**src/rtl/timer_pkg.sv**
```systemverilog
// Shared register map, CTRL field positions, mode codes and FSM encoding
// for the memory-mapped down-counting timer.
package timer_pkg;

  // Word offsets decoded from PrAddr[3:2]
  localparam logic [1:0] ADDR_CTRL   = 2'b00;
  localparam logic [1:0] ADDR_PRESET = 2'b01;
  localparam logic [1:0] ADDR_COUNT  = 2'b10;
  localparam logic [1:0] ADDR_RSVD   = 2'b11;

  // CTRL bit positions
  localparam int CTRL_EN      = 0;
  localparam int CTRL_MODE_LO = 1;
  localparam int CTRL_MODE_HI = 2;
  localparam int CTRL_IM      = 3;
  localparam int CTRL_BITS    = 4;

  // MODE codes; 1x behaves as one-shot
  localparam logic [1:0] MODE_ONESHOT = 2'b00;
  localparam logic [1:0] MODE_RELOAD  = 2'b01;

  typedef enum logic [1:0] {
    S_IDLE = 2'b00,
    S_LOAD = 2'b01,
    S_CNT  = 2'b10,
    S_INT  = 2'b11
  } state_e;

endpackage

```
**src/rtl/timer_dev.sv**
```systemverilog
// Programmable down-counting timer: CTRL/PRESET/COUNT registers, a
// four-state counting FSM and a registered, maskable interrupt request.
module timer_dev
  import timer_pkg::*;
#(
  parameter int               WIDTH        = 32,
  parameter logic [WIDTH-1:0] RESET_PRESET = '0
) (
  input  logic             clk,
  input  logic             rst,
  input  logic [1:0]       dev_addr,
  input  logic             dev_we,
  input  logic [WIDTH-1:0] dev_wdata,
  output logic [WIDTH-1:0] dev_rdata,
  output logic             irq
);

  logic [CTRL_BITS-1:0] ctrl_q, ctrl_d;
  logic [WIDTH-1:0]     preset_q, preset_d;
  logic [WIDTH-1:0]     count_q, count_d;
  state_e               state_q, state_d;
  logic                 irq_flag_q, irq_flag_d;
  logic                 irq_q, irq_d;

  logic wr_ctrl, wr_preset, en, reload;

  // Upper write-data bits only matter for PRESET; CTRL keeps the low nibble.
  logic unused_wdata;
  assign unused_wdata = ^dev_wdata;

  assign wr_ctrl   = dev_we && (dev_addr == ADDR_CTRL);
  assign wr_preset = dev_we && (dev_addr == ADDR_PRESET);
  assign en        = ctrl_q[CTRL_EN];
  assign reload    = (ctrl_q[CTRL_MODE_HI:CTRL_MODE_LO] == MODE_RELOAD);

  // Read mux: no side effects, reserved word reads as zero.
  always_comb begin
    dev_rdata = '0;
    case (dev_addr)
      ADDR_CTRL:   dev_rdata = {{(WIDTH-CTRL_BITS){1'b0}}, ctrl_q};
      ADDR_PRESET: dev_rdata = preset_q;
      ADDR_COUNT:  dev_rdata = count_q;
      default:     dev_rdata = '0;
    endcase
  end

  // Next-state: FSM first, then CPU writes so a CTRL write overrides the
  // FSM clearing EN at the end of a one-shot period.
  always_comb begin
    ctrl_d     = ctrl_q;
    preset_d   = preset_q;
    count_d    = count_q;
    state_d    = state_q;
    irq_flag_d = irq_flag_q;

    case (state_q)
      S_IDLE: begin
        if (en) state_d = S_LOAD;
      end
      S_LOAD: begin
        count_d = preset_q;
        state_d = S_CNT;
      end
      S_CNT: begin
        if (!en) begin
          state_d = S_IDLE;
        end else if (count_q > WIDTH'(1)) begin
          count_d = count_q - WIDTH'(1);
        end else begin
          count_d = '0;
          state_d = S_INT;
        end
      end
      S_INT: begin
        if (reload) begin
          state_d = S_LOAD;
        end else begin
          ctrl_d[CTRL_EN] = 1'b0;
          state_d         = S_IDLE;
        end
      end
      default: state_d = S_IDLE;
    endcase

    // Auto-reload keeps the flag only for the INT cycle; one-shot holds it
    // until software touches CTRL or PRESET.
    if (state_q == S_INT) begin
      irq_flag_d = 1'b1;
    end else if (reload || wr_ctrl || wr_preset) begin
      irq_flag_d = 1'b0;
    end

    if (wr_ctrl)   ctrl_d   = dev_wdata[CTRL_BITS-1:0];
    if (wr_preset) preset_d = dev_wdata;

    irq_d = irq_flag_d & ctrl_d[CTRL_IM];
  end

  // State registers with synchronous reset.
  always_ff @(posedge clk) begin
    if (rst) begin
      ctrl_q     <= '0;
      preset_q   <= RESET_PRESET;
      count_q    <= '0;
      state_q    <= S_IDLE;
      irq_flag_q <= 1'b0;
      irq_q      <= 1'b0;
    end else begin
      ctrl_q     <= ctrl_d;
      preset_q   <= preset_d;
      count_q    <= count_d;
      state_q    <= state_d;
      irq_flag_q <= irq_flag_d;
      irq_q      <= irq_d;
    end
  end

  assign irq = irq_q;

endmodule

```
**config.mk**
```make
export PLATFORM = sky130hd
export DESIGN_NAME = timer_dev
export DESIGN_NICKNAME = d
export VERILOG_FILES = /design/src/rtl/timer_pkg.sv /design/src/rtl/timer_dev.sv
export SDC_FILE = /design/constraint.sdc
export NUM_CORES = 1
export LEC_CHECK = 0
export ABC_AREA = 1
export BUFFER_PORTS_ARGS = -buffer_cell sky130_fd_sc_hd__buf_2
export CAP_MARGIN = 40
export CORE_MARGIN = 1.5
export CORE_UTILIZATION = 30
export CTS_CLUSTER_DIAMETER = 120
export DETAILED_ROUTE_END_ITERATION = 10
export GPL_TIMING_DRIVEN = 0
export PLACE_DENSITY = 0.48
export SYNTH_ARGS = -nofsm -noshare
export SYNTH_HDL_FRONTEND = slang
export SYNTH_SLANG_ARGS = --single-unit
```
**constraint.sdc**
```tcl
create_clock -name clk -period 1.94 [get_ports clk]
set_input_delay 0.388 -clock clk [delete_from_list [all_inputs] [get_ports clk]]
set_output_delay 0.388 -clock clk [all_outputs]
set_load 0.005 [all_outputs]
```
==> results of run 1 <==
cells by family (layout without fill, tap and decap cells):
family	Yosys count	after routing	share of synthesized area (%)
XOR/XNOR	14	14	2.98
adder cells (fa/ha/maj)	2	2	0.609
buffers and inverters	109	203	10.5
AND/OR/NAND/NOR	260	260	27.6
flip-flops	72	72	35.1
AO/OA/AOI/OAI	180	180	23.2
registers in the layout (all words and copies together), names as in the netlist:
name        flops
count_q        32
ctrl_q          4
irq             1
irq_flag_q      1
preset_q       32
state_q         2
through the flow:
stage | hold WS, ns | power (mW) | setup WS (ns) | utilization [%] | instances
2_1_floorplan | 0.435 | 2.53 | 0.200 | - | 637
3_5_place_dp | 0.459 | 2.93 | -1.06 | 35.2 | 882
6_report | 0.307 | 4.77 | 0.0468 | 39.0 | 907
4_1_cts | 0.291 | 4.76 | 0.00344 | 38.3 | 902
3_3_place_gp | 0.452 | 2.92 | -1.04 | 35.1 | 881
5_1_grt | 0.305 | 5.04 | -0.0589 | 39.0 | 907
worst max-delay path by stage:
stage	startpoint	to	cells past startpoint
finish	dev_addr[0]	dev_rdata[11]	7
CTS	dev_addr[0]	dev_rdata[25]	7
global route	count_q[12]$_SDFFE_PP0P_	count_q[6]$_SDFFE_PP0P_	9
detailed placement	dev_addr[0]	dev_rdata[18]	8
floorplan	dev_addr[1]	dev_rdata[10]	6
global placement	dev_addr[0]	dev_rdata[18]	8
metal layers:
metal / share of wire, % / wire (um) / track usage [%]
met4: 2.6 / 408 / 8.48
met5: 0 / 0 / 0
met3: 5.1 / 808 / 3.47
met2: 44 / 6950 / 35.6
met1: 48 / 7550 / 31.2
cell usage after synthesis (all sizes together):
library cell  instances  area [um^2]
nand2               153          597
o21ai                83          419
inv                  80          300
nor2                 75          355
dfxtp                72         1440
a21oi                66          330
o22ai                25          156
nand3                24          140
clkbuf               19         71.3
xor2                 14          123
buf                  10         60.1
nor3                  5         25.0
o221ai                4         35.0
ha                    2         25.0
nand4                 2         12.5
a31oi                 1         6.26
nor4                  1         6.26
o31ai                 1         7.51
cell type report:
cell class	count	area, um^2	area share (%)
Clock buffer	13	250	4.82
Timing Repair Buffer	78	432	8.32
Sequential cell	72	1440	27.8
Buffer	29	176	3.40
Inverter	80	304	5.86
Multi-Input combinational cell	456	2300	44.3
Clock inverter	3	65.1	1.25
Tap cell	176	220	4.24
repair_timing:
item                                    CTS  global route
endpoints found under the setup margin   32            42
endpoints found under the hold margin     0             0
pin swaps                                 1             2
gates resized for setup                  16            19
setup buffers                             4             5
cloned                                    0             0
hold buffers                              0             0
worst max-delay path: cells and delay by family:
family	cells	cell delay, ns
AND/OR/NAND/NOR	1	0.16
AO/OA/AOI/OAI	1	0.12
buffers and inverters	5	0.83
power breakdown:
part | switching (mW) | leakage, nW | internal [mW]
combinational | 0.894 | 1.53 | 0.440
clock | 0.649 | 0.154 | 1.16
sequential | 0.0741 | 0.586 | 1.56
total | 1.62 | 2.27 | 3.16
==> flow_metrics.tcl, run 1 <==
set metrics [dict create \
    status "finished, final reports clean" \
    row_count 42 \
    worstSkewPairLatency_ns 0.34 \
    post-route-min-period_ns 1.89 \
    fin_tns_setup_ns 0 \
    skew_ns 0.00777 \
    grt-ovfl-total 0 \
    leakagePower_nw 2.27 \
    syn-num-nets 676 \
    path_common_cell "buf_2" \
    worstMarginPinSlew_ns 0.688 \
    portBuffers 68 \
    synth_area_um2 4110 \
    min_to "state_q[1]$_SDFFE_PP0P_" \
    core_um2 13300 \
    peakVddDrop_v 0.000427 \
    hold_depth 2 \
    crit_path_end_kind "output pin" \
    fmax_mhz 528 \
    min_path_type "in2reg" \
    critical_path_required_ns 1.55 \
    cts.clk_slew.worst_paths_ns 0.06 \
    worstHoldStart "rst" \
    gp_congestion 0.898 \
    rr_endpoint "count_q[31]$_SDFFE_PP0P_" \
    die-area_um2 14400 \
    die_y_um 120 \
    final_nets 765 \
    antenna_found_initial 0 \
    power_density_nw_per_um2 920 \
    rsz0062_at_grt "true" \
    layout_common_cells "149 x nand2_1, 75 x inv_1, 73 x buf_2, 72 x dfxtp_1, 66 x a21oi_1" \
    yosysWarnings 0 \
    dr.pass1.iters 4 \
    final_hold_viol_count 0 \
    cp.arrival_ns 1.51 \
    cts_max_path_buffers 2 \
    place_area_um2 4680 \
    synthCells 637 \
    route.detailed.wl_per_inst_um 17.3 \
    drc_errors 0 \
    grt_pass1_vias 4445 \
    syn2layout_area_growth_pct 26.2 \
    maxCapViolCount 0 \
    slew_viol_final 0 \
    fin_crit_sh_pct 97.6 \
    grt_use_total_pct 22.6 \
    drive_gt1_share_pct 19.4 \
    setup_viol 0 \
    root_buffer "clkbuf_16" \
    ys_seq_elements 72 \
    synth_area_per_cell_um2 6.45 \
    n_fill_cell 1528 \
    crit_slowest_cell "buf_4" \
    hpwlAfterDp_mm 11.6 \
    seq_area_frac_synth_pct 35.1 \
    reg2reg_depth 9 \
    r2r_slack_ns 0.07 \
    cp-start-kind "input pin" \
    antenna_cells 0 \
    die-width_um 120 \
    drtAntennaViolNets 0 \
    critPathMaxFanout 10 \
    start_util_pct 30.9 \
    critPathMaxStageDelay_ns 0.28 \
    ys_types 29 \
    cts_made_buffers 9 \
    cts_tree "yes" \
    timing.rr.start "count_q[14]$_SDFFE_PP0P_" \
    io_pins 70 \
    grt_max_degree 12 \
    grt_pass1_wl_mm 24.5 \
    drt-initial-drc-count 261 \
    final_area_um2 5190 \
    routed_via_density 4.98 \
    critPathKind "in2out" \
    clkSinkCount 72 \
    mostFrequentLayoutCell "nand2_1" \
    finalWirelength_mm 15.7 \
    vias 4516 \
    crit_chain "buf_2, clkinvlp_4, buf_12, nand2_4, buf_4, o22ai_2, buf_2" \
    relSlewSlack_pct 54.1 \
    htree_levels 3 \
]
(Power assumes the default switching activity.)
==> run 2, diff against run 1 <==
==> constraint.sdc (replaced) <==
create_clock -name clk -period 2.21 [get_ports clk]
set_input_delay 0.442 -clock clk [delete_from_list [all_inputs] [get_ports clk]]
set_output_delay 0.442 -clock clk [all_outputs]
set_load 0.005 [all_outputs]
==> flow_metrics.tcl, run 2 (same netlist as run 1, synthesis figures left out) <==
set metrics [dict create \
    crit_path_end_kind "output pin" \
    skew_ns 0.00705 \
    min_to "state_q[1]$_SDFFE_PP0P_" \
    routed_via_density 4.99 \
    maxCapViolCount 0 \
    cts_hold_buf 0 \
    worstMarginPinSlew_ns 0.684 \
    power_density_nw_per_um2 822 \
    hold_depth 2 \
    peakVddDrop_v 0.000371 \
    fmax_mhz 468 \
    cp.arrival_ns 1.69 \
    grt_pass1_wl_mm 24.4 \
    core_um2 13300 \
    setup_viol 0 \
    whs_ns 0.358 \
    grt-ovfl-total 0 \
    mostFrequentLayoutCell "nand2_1" \
    finalWirelength_mm 15.6 \
    critical_path_required_ns 1.77 \
    final_hold_viol_count 0 \
    dr.pass1.iters 5 \
    drt-initial-drc-count 278 \
    cp-start-kind "input pin" \
    die_y_um 120 \
    multiInputGateArea_um2 2250 \
    post-route-min-period_ns 2.14 \
    root_buffer "clkbuf_16" \
    antenna_cells 0 \
    grt_pass1_vias 4432 \
    cts_max_path_buffers 2 \
    critPathMaxFanout 7 \
    drive_gt1_share_pct 17.5 \
    final_core_util_pct 38.0 \
    antenna_found_initial 0 \
    regArea_um2 1440 \
    gp_congestion 0.898 \
    p_total_mw 4.15 \
    route.detailed.wl_per_inst_um 17.3 \
    status "finished, final reports clean" \
    fin_crit_sh_pct 96.7 \
    final_nets 759 \
    grt_use_total_pct 22.6 \
    syn2layout_area_growth_pct 22.9 \
    leakagePower_nw 2.21 \
    htree_levels 3 \
    hpwlAfterDp_mm 11.6 \
    worstSkewPairLatency_ns 0.34 \
    layout_common_cells "149 x nand2_1, 75 x inv_1, 74 x buf_2, 72 x dfxtp_1, 66 x a21oi_1" \
    top_regs "count_q x32, preset_q x32, ctrl_q x4" \
    critPathKind "in2out" \
    rr_endpoint "count_q[29]$_SDFFE_PP0P_" \
    r2r_slack_ns 0.26 \
    worstHoldStart "rst" \
    fin_tns_setup_ns 0 \
    timing.rr.start "count_q[0]$_SDFFE_PP0P_" \
    vias 4492 \
    cts_tree "yes" \
    clkSinkCount 72 \
    start_util_pct 30.9 \
    relSlewSlack_pct 54.4 \
    slew_viol_final 0 \
    io_pins 70 \
    rsz0062_at_grt "false" \
    n_fill_cell 1527 \
    cts.clk_slew.worst_paths_ns 0.06 \
    grt_max_degree 12 \
    reg2reg_depth 12 \
    drtAntennaViolNets 0 \
    drc_errors 0 \
    die-area_um2 14400 \
    die-width_um 120 \
    portBuffers 68 \
    min_path_type "in2reg" \
    cts_made_buffers 9 \
    row_count 42 \
]
-- run 2: worst max-delay path by stage --
stage | slack (ns) | end | start
after floorplan | 0.36 | dev_rdata[10] | dev_addr[1]
after global placement | -0.88 | dev_rdata[18] | dev_addr[0]
after detailed placement | -0.90 | dev_rdata[18] | dev_addr[0]
after CTS | 0.08 | dev_rdata[11] | dev_addr[1]
after global routing | 0.02 | dev_rdata[11] | dev_addr[1]
final | 0.07 | dev_rdata[11] | dev_addr[0]
-- run 2: power breakdown --
part	switching [mW]	internal, mW	total [mW]
logic	0.773	0.361	1.13
clock network	0.570	1.02	1.59
registers	0.0639	1.37	1.43
total	1.41	2.75	4.15
-- run 2: metal layers --
| layer | wire [um] | up-vias | part of all wire (%) | global-route usage (%) |
|---|---|---|---|---|
| li1 | - | 2242 | - | - |
| met1 | 7500 | 2095 | 48 | 31.1 |
| met2 | 6860 | 132 | 44 | 35.6 |
| met3 | 834 | 23 | 5.3 | 3.47 |
| met4 | 417 | 0 | 2.7 | 8.56 |
| met5 | 0 | - | 0 | 0 |
-- run 2: repair_timing --
action / in CTS / in global routing
buffers inserted: 3 / 0
setup endpoints to repair: 29 / 1
pin swaps: 1 / 0
resized for setup: 11 / 1
-- run 2: layout make-up --
cell class,instances,share of cell area (%)
tap,176,4.36
clock inverter,3,1.29
timing repair buffer,72,7.40
clock buffer,13,4.95
buffer,29,2.90
sequential,72,28.5
multi-input combinational,456,44.6
inverter,80,6.02
-- run 2: through the flow --
step	worst slack [ns]	instance area (um^2)	std cells
6_report	0.0734	5050	901
4_1_cts	0.0751	5050	901
3_5_place_dp	-0.897	4680	882
5_1_grt	0.0232	5050	901
2_1_floorplan	0.362	4110	637
3_3_place_gp	-0.880	4670	881
-- run 2: worst max-delay path, stage by stage --
cell        delay (ns)
buf_2             0.12
clkinvlp_4        0.15
nor2_4            0.13
inv_1             0.05
clkbuf_1          0.22
buf_6             0.22
o22ai_1           0.19
buf_2             0.16
